<file path="config.mk">
export PLATFORM = sky130hd
export DESIGN_NAME = nibble_pack_fifo
export DESIGN_NICKNAME = d
export VERILOG_FILES = /design/src/rtl/nibble_pack_fifo.sv
export SDC_FILE = /design/constraint.sdc
export NUM_CORES = 1
export LEC_CHECK = 0
export BUFFER_PORTS_ARGS = -buffer_cell sky130_fd_sc_hd__buf_2
export CORE_MARGIN = 4
export CORE_UTILIZATION = 45
export DETAILED_ROUTE_END_ITERATION = 10
export PLACE_DENSITY_LB_ADDON = 0.15
export SLEW_MARGIN = 20
export SYNTH_ARGS = -nofsm -noshare
export SYNTH_HDL_FRONTEND = slang
export SYNTH_SLANG_ARGS = --single-unit
</file>
<file path="constraint.sdc">
create_clock -name clk -period 3.4 [get_ports clk]
set_clock_uncertainty 0.05 [all_clocks]
set_input_delay 0.51 -clock clk [delete_from_list [all_inputs] [get_ports clk]]
set_output_delay 0.51 -clock clk [all_outputs]
set_load 0.02 [all_outputs]
</file>
<file path="src/rtl/nibble_pack_fifo.sv">
// nibble_pack_fifo: packs PACK narrow samples into one wide word and buffers
// the packed words in a DEPTH-entry FIFO behind a valid/ready output port.
module nibble_pack_fifo #(
    parameter int unsigned DW    = 4,
    parameter int unsigned PACK  = 4,
    parameter int unsigned DEPTH = 4
) (
    input  logic                       clk,
    input  logic                       rst,
    input  logic                       i_valid,
    output logic                       i_ready,
    input  logic [DW-1:0]              i_data,
    input  logic                       i_last,
    output logic                       o_valid,
    input  logic                       o_ready,
    output logic [DW*PACK-1:0]         o_data,
    output logic [$clog2(PACK+1)-1:0]  o_lanes,
    output logic [$clog2(DEPTH+1)-1:0] o_level
);

    localparam int unsigned OW = DW * PACK;
    localparam int unsigned CW = (PACK > 1) ? $clog2(PACK) : 1;
    localparam int unsigned NW = $clog2(PACK + 1);
    localparam int unsigned PW = (DEPTH > 1) ? $clog2(DEPTH) : 1;
    localparam int unsigned LW = $clog2(DEPTH + 1);

    logic [CW-1:0] lane_cnt_q, lane_cnt_d;
    logic [OW-1:0] acc_q, acc_d;
    logic [OW-1:0] mem_q [DEPTH];
    logic [OW-1:0] mem_d [DEPTH];
    logic [NW-1:0] lanes_mem_q [DEPTH];
    logic [NW-1:0] lanes_mem_d [DEPTH];
    logic [PW-1:0] wr_ptr_q, wr_ptr_d;
    logic [PW-1:0] rd_ptr_q, rd_ptr_d;
    logic [LW-1:0] level_q, level_d;
    logic          i_ready_q, i_ready_d;
    logic          o_valid_q, o_valid_d;
    logic [OW-1:0] o_data_q, o_data_d;
    logic [NW-1:0] o_lanes_q, o_lanes_d;

    logic          accept;
    logic          push;
    logic          pop;
    logic [OW-1:0] word;

    // Packing, FIFO bookkeeping and registered head/handshake outputs.
    always_comb begin
        lane_cnt_d  = lane_cnt_q;
        acc_d       = acc_q;
        mem_d       = mem_q;
        lanes_mem_d = lanes_mem_q;
        wr_ptr_d    = wr_ptr_q;
        rd_ptr_d    = rd_ptr_q;
        level_d     = level_q;
        word        = acc_q;

        accept = i_valid && i_ready_q;
        pop    = o_valid_q && o_ready;

        // Current accumulator with the incoming sample dropped into its lane.
        for (int unsigned k = 0; k < PACK; k++) begin
            if (CW'(k) == lane_cnt_q) begin
                word[k*DW +: DW] = i_data;
            end
        end

        push = accept && ((lane_cnt_q == CW'(PACK - 1)) || i_last);

        if (accept) begin
            if (push) begin
                mem_d[wr_ptr_q]       = word;
                lanes_mem_d[wr_ptr_q] = NW'(lane_cnt_q) + NW'(1);
                wr_ptr_d              = wr_ptr_q + PW'(1);
                lane_cnt_d            = '0;
                acc_d                 = '0;
            end else begin
                lane_cnt_d = lane_cnt_q + CW'(1);
                acc_d      = word;
            end
        end

        if (pop) begin
            rd_ptr_d = rd_ptr_q + PW'(1);
        end

        case ({push, pop})
            2'b10:   level_d = level_q + LW'(1);
            2'b01:   level_d = level_q - LW'(1);
            default: level_d = level_q;
        endcase

        i_ready_d = (level_d != LW'(DEPTH));
        o_valid_d = (level_d != '0);
        o_data_d  = o_valid_d ? mem_d[rd_ptr_d] : '0;
        o_lanes_d = o_valid_d ? lanes_mem_d[rd_ptr_d] : '0;
    end

    // State registers with synchronous active-low reset.
    always_ff @(posedge clk) begin
        if (!rst) begin
            lane_cnt_q <= '0;
            acc_q      <= '0;
            for (int unsigned k = 0; k < DEPTH; k++) begin
                mem_q[k]       <= '0;
                lanes_mem_q[k] <= '0;
            end
            wr_ptr_q  <= '0;
            rd_ptr_q  <= '0;
            level_q   <= '0;
            i_ready_q <= 1'b1;
            o_valid_q <= 1'b0;
            o_data_q  <= '0;
            o_lanes_q <= '0;
        end else begin
            lane_cnt_q  <= lane_cnt_d;
            acc_q       <= acc_d;
            mem_q       <= mem_d;
            lanes_mem_q <= lanes_mem_d;
            wr_ptr_q    <= wr_ptr_d;
            rd_ptr_q    <= rd_ptr_d;
            level_q     <= level_d;
            i_ready_q   <= i_ready_d;
            o_valid_q   <= o_valid_d;
            o_data_q    <= o_data_d;
            o_lanes_q   <= o_lanes_d;
        end
    end

    assign i_ready = i_ready_q;
    assign o_valid = o_valid_q;
    assign o_data  = o_data_q;
    assign o_lanes = o_lanes_q;
    assign o_level = level_q;

endmodule

</file>
==> results.toml, run 1 <==
[place]
hpwl_um = 7450
place_area_mm2 = 0.00555
place.gp.congestion = 0.762
dp.cells = 674
portBuffers = 32

[routing]
via_count = 3728
drcViolationCount = 0
wl_um = 12000
first_pass_iters = 4
wl_met3_um = 389
drt_iter0_markers = 238
wl_met2_um = 5700
dr.max_layer_used = "met4"
wl_met1_um = 5710
drt.antenna.violating_nets = 0
wire_per_inst_um = 17.0
viasPerCell = 5.28

[status]
status = "finished, final reports clean"

[layout]
fin_area_mm2 = 0.00616
final_cell_mix = "dfxtp_1, nor2b_1, mux2i_1"
syn_to_final_growth_pct = 16.3
diodes = 0
mostFrequentLayoutCell = "dfxtp_1"
nNetsFinal = 569
drive_gt1_share_pct = 18.8
final_util_pct = 53.7
fin_cells = 706

[setup_path]
worstSetupStartpointType = "register"
crit_start = "lane_cnt_q[0]"
r2r_setup_slack_ps = 610
cp_common_cell = "ha_1"
cpPeakStageDelay_ps = 430
r2r-end = "o_lanes[1]"
cp.required_ps = 3680
end_kind = "register"
reg2regPathDepth = 10
path_max_fanout = 20
critPathArrivalTime_ps = 3070
slowest_stage = "dfxtp_1"
path_cells = "ha_1, o211ai_4, ha_1, fa_1, xnor2_1, nor2_1, xor2_1, o21ai_2, buf_4, nor4b_2"
cp-endpoint = "o_lanes[1]"
worstSetupPathType = "register to register"
timing.rr.start = "lane_cnt_q[0]"

[die]
start_util_pct = 46.2
core_mm2 = 0.0115
rows = 39
die_w_um = 116
die_y_um = 116
dieArea_mm2 = 0.0136
ios = 33

[cts]
clk_pin_slew_ps = 50
numCtsBuffers = 17
cts_root_buf = "clkbuf_16"
htree_levels = 4
post_cts_buffers = 0
cts-resized-gates = 0
clk_latency_ps = 420
hold_buffers = 0
cts.sink_count = 122
cts.path.max_buffers = 2
cts_tree = "done"

[synthesis]
yosysUniqueCellTypes = 50
netlist.area_leader.share_pct = 46.1
syn_area_mm2 = 0.00529
avgSynthCellArea_um2 = 10.1
synth_area_leader_cell = "dfxtp_1"
ys_top_cells_by_area = "dfxtp_1, mux2i_1, nor2b_1"
yosysSeqAreaShare_pct = 46.1
synth_compound_gate_area_share_pct = 11.9
syn_inst = 525
ys_ff_latch = 122
synth_nets = 544
synthAdderAreaFrac_pct = 2.51
synth_xor_area_share_pct = 0.804
ys_warn_count = 0
muxShareOfSynthArea_pct = 15.1
synth_top_family_by_area = "simple AND/OR/NAND/NOR gates"
yosys.area_share.simple_pct = 19.4

[sta]
worstMarginPinSlew_ps = 1010
fin_tns_setup_ps = 0
fin_crit_ps = 2790
hold_violations = 0
rsz0062_at_grt = "false"
holdWs_ps = 415
fmax_mhz = 359
setup_viol = 0
slew_violations = 0
slew_headroom_pct = 32.2
finalCritPeriodShare_pct = 82.0

[global_routing]
grt_overflow = 0
grt_max_degree = 41
antenna_found_initial = 0
gr-usage-all-layers_pct = 19.3
grt_pass1_wl_um = 19700
grt_pass1_vias = 3729

[power_and_ir_drop]
irDropWorstVdd_mv = 0.349
powerDensity_mw_per_mm2 = 610
p_leak_nw = 2.64

[run]
drv_cap = 0

[worst_hold_path]
hp-class = "register to register"
metal layers:
layer	track usage (%)	vias to the layer above
li1	-	1869
met1	25.0	1790
met2	30.7	53
met3	4.51	16
met4	8.66	0
met5	0	-
cells in the mapped netlist (all sizes together):
cell     number
nand2b        3
buf          20
a21oi        16
nand2        16
nor3b         2
or4           1
dfxtp       122
nor2b        85
and4          1
mux2         14
a21boi        6
o2111ai       4
nand3b        1
nor3         11
a21o          1
and3          5
clkbuf       16
mux4          1
nand3         2
nand4         2
a21bo         2
xor2          2
o22ai        28
inv           8
or2           1
nor4b         1
nor2         45
mux2i        62
fa            1
o22a          5
o211ai        2
xnor2         2
a32o          2
a22oi        13
o21ai         3
ha            9
o32a          1
a2bb2oi       1
and2          8
final cells by class:
class | instances | area (µm²)
Clock buffer | 25 | 495
Clock inverter | 7 | 113
Fill cell | 1011 | 5310
Inverter | 8 | 30.0
Multi-Input combinational cell | 359 | 2650
Sequential cell | 122 | 2440
Tap cell | 143 | 179
Timing Repair Buffer | 42 | 248
metrics by stage:
stage          total power, W  worst slack [ps]
6_report              0.00376               613
3_5_place_dp          0.00195               539
3_3_place_gp          0.00195               604
2_1_floorplan         0.00182               827
4_1_cts               0.00378               596
5_1_grt               0.00390               434
worst max-delay path: cells and delay by family, from the launching register on:
family                     cells  cell delay, ps
AOI/OAI and AO/OA              2             250
and+or+nand+nor                2             400
adders and majority gates      3             950
DFF                            1             430
buffers and inverters          1             250
xor gates and xnor gates       2             350
power by group:
part	internal, W	total (W)	switching [W]
Clock	0.00123	0.00184	0.000612
Combinational	0.000157	0.000425	0.000267
Sequential	0.00147	0.00149	0.0000278
Total	0.00285	0.00376	0.000907
worst min path at each step:
stage,startpoint,to,slack [ps],depth (start not counted)
floorplan,lanes_mem_q[8],lanes_mem_q[8],390,2
global placement,lanes_mem_q[7],lanes_mem_q[7],410,2
detailed placement,lanes_mem_q[7],lanes_mem_q[7],410,2
CTS,lanes_mem_q[7],lanes_mem_q[7],420,2
global route,lanes_mem_q[4],lanes_mem_q[4],440,2
finish,lanes_mem_q[7],lanes_mem_q[7],420,2
kinds of logic after synthesis:
group	after synthesis
AND/OR/NAND/NOR	184
flip-flops	122
AO/OA/AOI/OAI	84
multiplexers	77
buffers and inverters	44
adder cells (fa/ha/maj)	10
XOR/XNOR	4
state kept, by name, summed over array words and instances, names as in the netlist:
name	count
acc_q	16
i_ready	1
lane_cnt_q	2
lanes_mem_q	12
mem_q	64
o_data	16
o_lanes	3
o_level	3
o_valid	1
rd_ptr_q	2
wr_ptr_q	2
Power figures use the tool's default switching activity.
==> inputs of run 2 (changes only) <==
clock period = 2.7 ns   (was 3.4 ns; I/O delays follow)
==> run 2 against run 1 <==
Combinational power rose by 36%. Clock power grew 26%. Sequential share of layout area shrank 0.77 points. Highest routed layer unchanged. Global-route usage grew 0.50 points. Fmax up 13%. Die area is the same. Final cell count increased by 1.7%.
==> results.toml, run 2 (same netlist as run 1, synthesis figures left out) <==
[global_routing]
grt_pass1_wl_um = 20500
grt_max_degree = 89
grt_overflow = 0
gr-usage-all-layers_pct = 19.8
antenna_found_initial = 0
grt_pass1_vias = 3842

[place]
portBuffers = 32
hpwl_um = 8170
place.gp.congestion = 0.770
pre_cts_slack_ps = 127

[sta]
fin_tns_setup_ps = 0
fmax_mhz = 405
worstMarginPinSlew_ps = 516
fin_crit_ps = 2470
finalCritPeriodShare_pct = 91.5
slew_headroom_pct = 65.6
setup_viol = 0
slew_violations = 0
hold_violations = 0
rsz0062_at_grt = "false"
worst_slack_ps = 229

[die]
rows = 39
start_util_pct = 46.2
die_w_um = 116
ios = 33
core_mm2 = 0.0115
die_y_um = 116
dieArea_mm2 = 0.0136

[power_and_ir_drop]
combPwrFrac_pct = 12.1
irDropWorstVdd_mv = 0.519
p_sw_w = 0.00115
pwr-share-seq_pct = 39.4
powerDensity_mw_per_mm2 = 760
swShare_pct = 24.2
power.internal_w = 0.00362
p_leak_nw = 2.71
p_total_w = 0.00477
p_clk_share_pct = 48.5

[layout]
drive_gt1_share_pct = 20.5
top_register = "mem_q"
syn_to_final_growth_pct = 18.6
fillCellCount = 997
final_cell_mix = "dfxtp_1, nor2b_1, mux2i_1"
mostFrequentLayoutCell = "dfxtp_1"
diodes = 0
nNetsFinal = 581
largest_reg_flops = 64

[cts]
hold_buffers = 0
cts_root_buf = "clkbuf_16"
clk_pin_slew_ps = 60
cts-resized-gates = 0
htree_levels = 4
cts.path.max_buffers = 2
post_cts_buffers = 0
numCtsBuffers = 17
cts.sink_count = 122
cts_tree = "done"
clk_latency_ps = 410

[routing]
first_pass_iters = 4
via_count = 3812
drt_iter0_markers = 287
wl_um = 12500
drt.antenna.violating_nets = 0
viasPerCell = 5.31
wire_per_inst_um = 17.4
drcViolationCount = 0

[worst_hold_path]
hp-class = "input port to register"

[setup_path]
worstSetupPathType = "register to register"
path_max_fanout = 5
end_kind = "register"
worstSetupStartpointType = "register"
cp.required_ps = 2950
critPathArrivalTime_ps = 2720

[status]
status = "finished, final reports clean"

[run]
drv_cap = 0
==> run 2: cell count changes in the layout (fill, tap and decap cells not counted) <==
cell	delta
buf_12	+2
buf_4	+10
o21ai_2	-1
o21ai_4	+1
==> run 2: final timing paths <==
check                                    start        endpoint  slack (ps)  cells after the start
worst max-delay path             lane_cnt_q[1]       o_data[2]         230                     10
worst min-delay path                       rst     rd_ptr_q[0]         360                      2
worst max register to register   lane_cnt_q[1]       o_data[2]         230                     10
worst min register to register  lanes_mem_q[4]  lanes_mem_q[4]         420                      2
==> run 2: stage by stage <==
| stage | area (µm²) | util [%] | instances | hold WS (ps) |
|---|---|---|---|---|
| final | 6280 | 54.8 | 718 | 363 |
| after floorplan | 5290 | - | 525 | 393 |
| after global placement | 5660 | 49.4 | 686 | 401 |
| after detailed placement | 5660 | 49.4 | 686 | 413 |
| after CTS | 6270 | 54.7 | 718 | 343 |
| after global routing | 6280 | 54.8 | 718 | 376 |
==> run 2: area by class of cell <==
class                           instances  area [µm²]  area share [%]
Multi-Input combinational cell        359        2660            42.3
Sequential cell                       122        2440            38.9
Clock buffer                           25         495            7.89
Timing Repair Buffer                   54         363            5.78
Tap cell                              143         179            2.85
Clock inverter                          7         113            1.79
Inverter                                8        30.0           0.478
==> run 2: worst max-delay path, stage by stage (launching register included) <==
cell and delay, ps:
dfxtp_1 370, ha_1 230, o211ai_4 100, ha_1 240
fa_1 390, xnor2_1 180, nor2_1 70, xor2_1 170
o21ai_4 310, buf_4 190, nor2_1 40
==> run 2: routing by layer <==
layer,global-route usage (%),up-vias,wire (µm)
met3,5.03,13,560
met1,26.5,1835,5860
met2,31.6,71,5960
met5,0,-,0
met4,6.19,0,138
li1,-,1893,-
==> run 2: power groups by stage <==
stage / Sequential [W] / Combinational, W / Clock (W)
after floorplan: 0.00194 / 0.000350 / 0
after global placement: 0.00192 / 0.000566 / 0
after detailed placement: 0.00192 / 0.000571 / 0
after CTS: 0.00188 / 0.000573 / 0.00235
after global routing: 0.00188 / 0.000621 / 0.00243
final: 0.00188 / 0.000577 / 0.00232
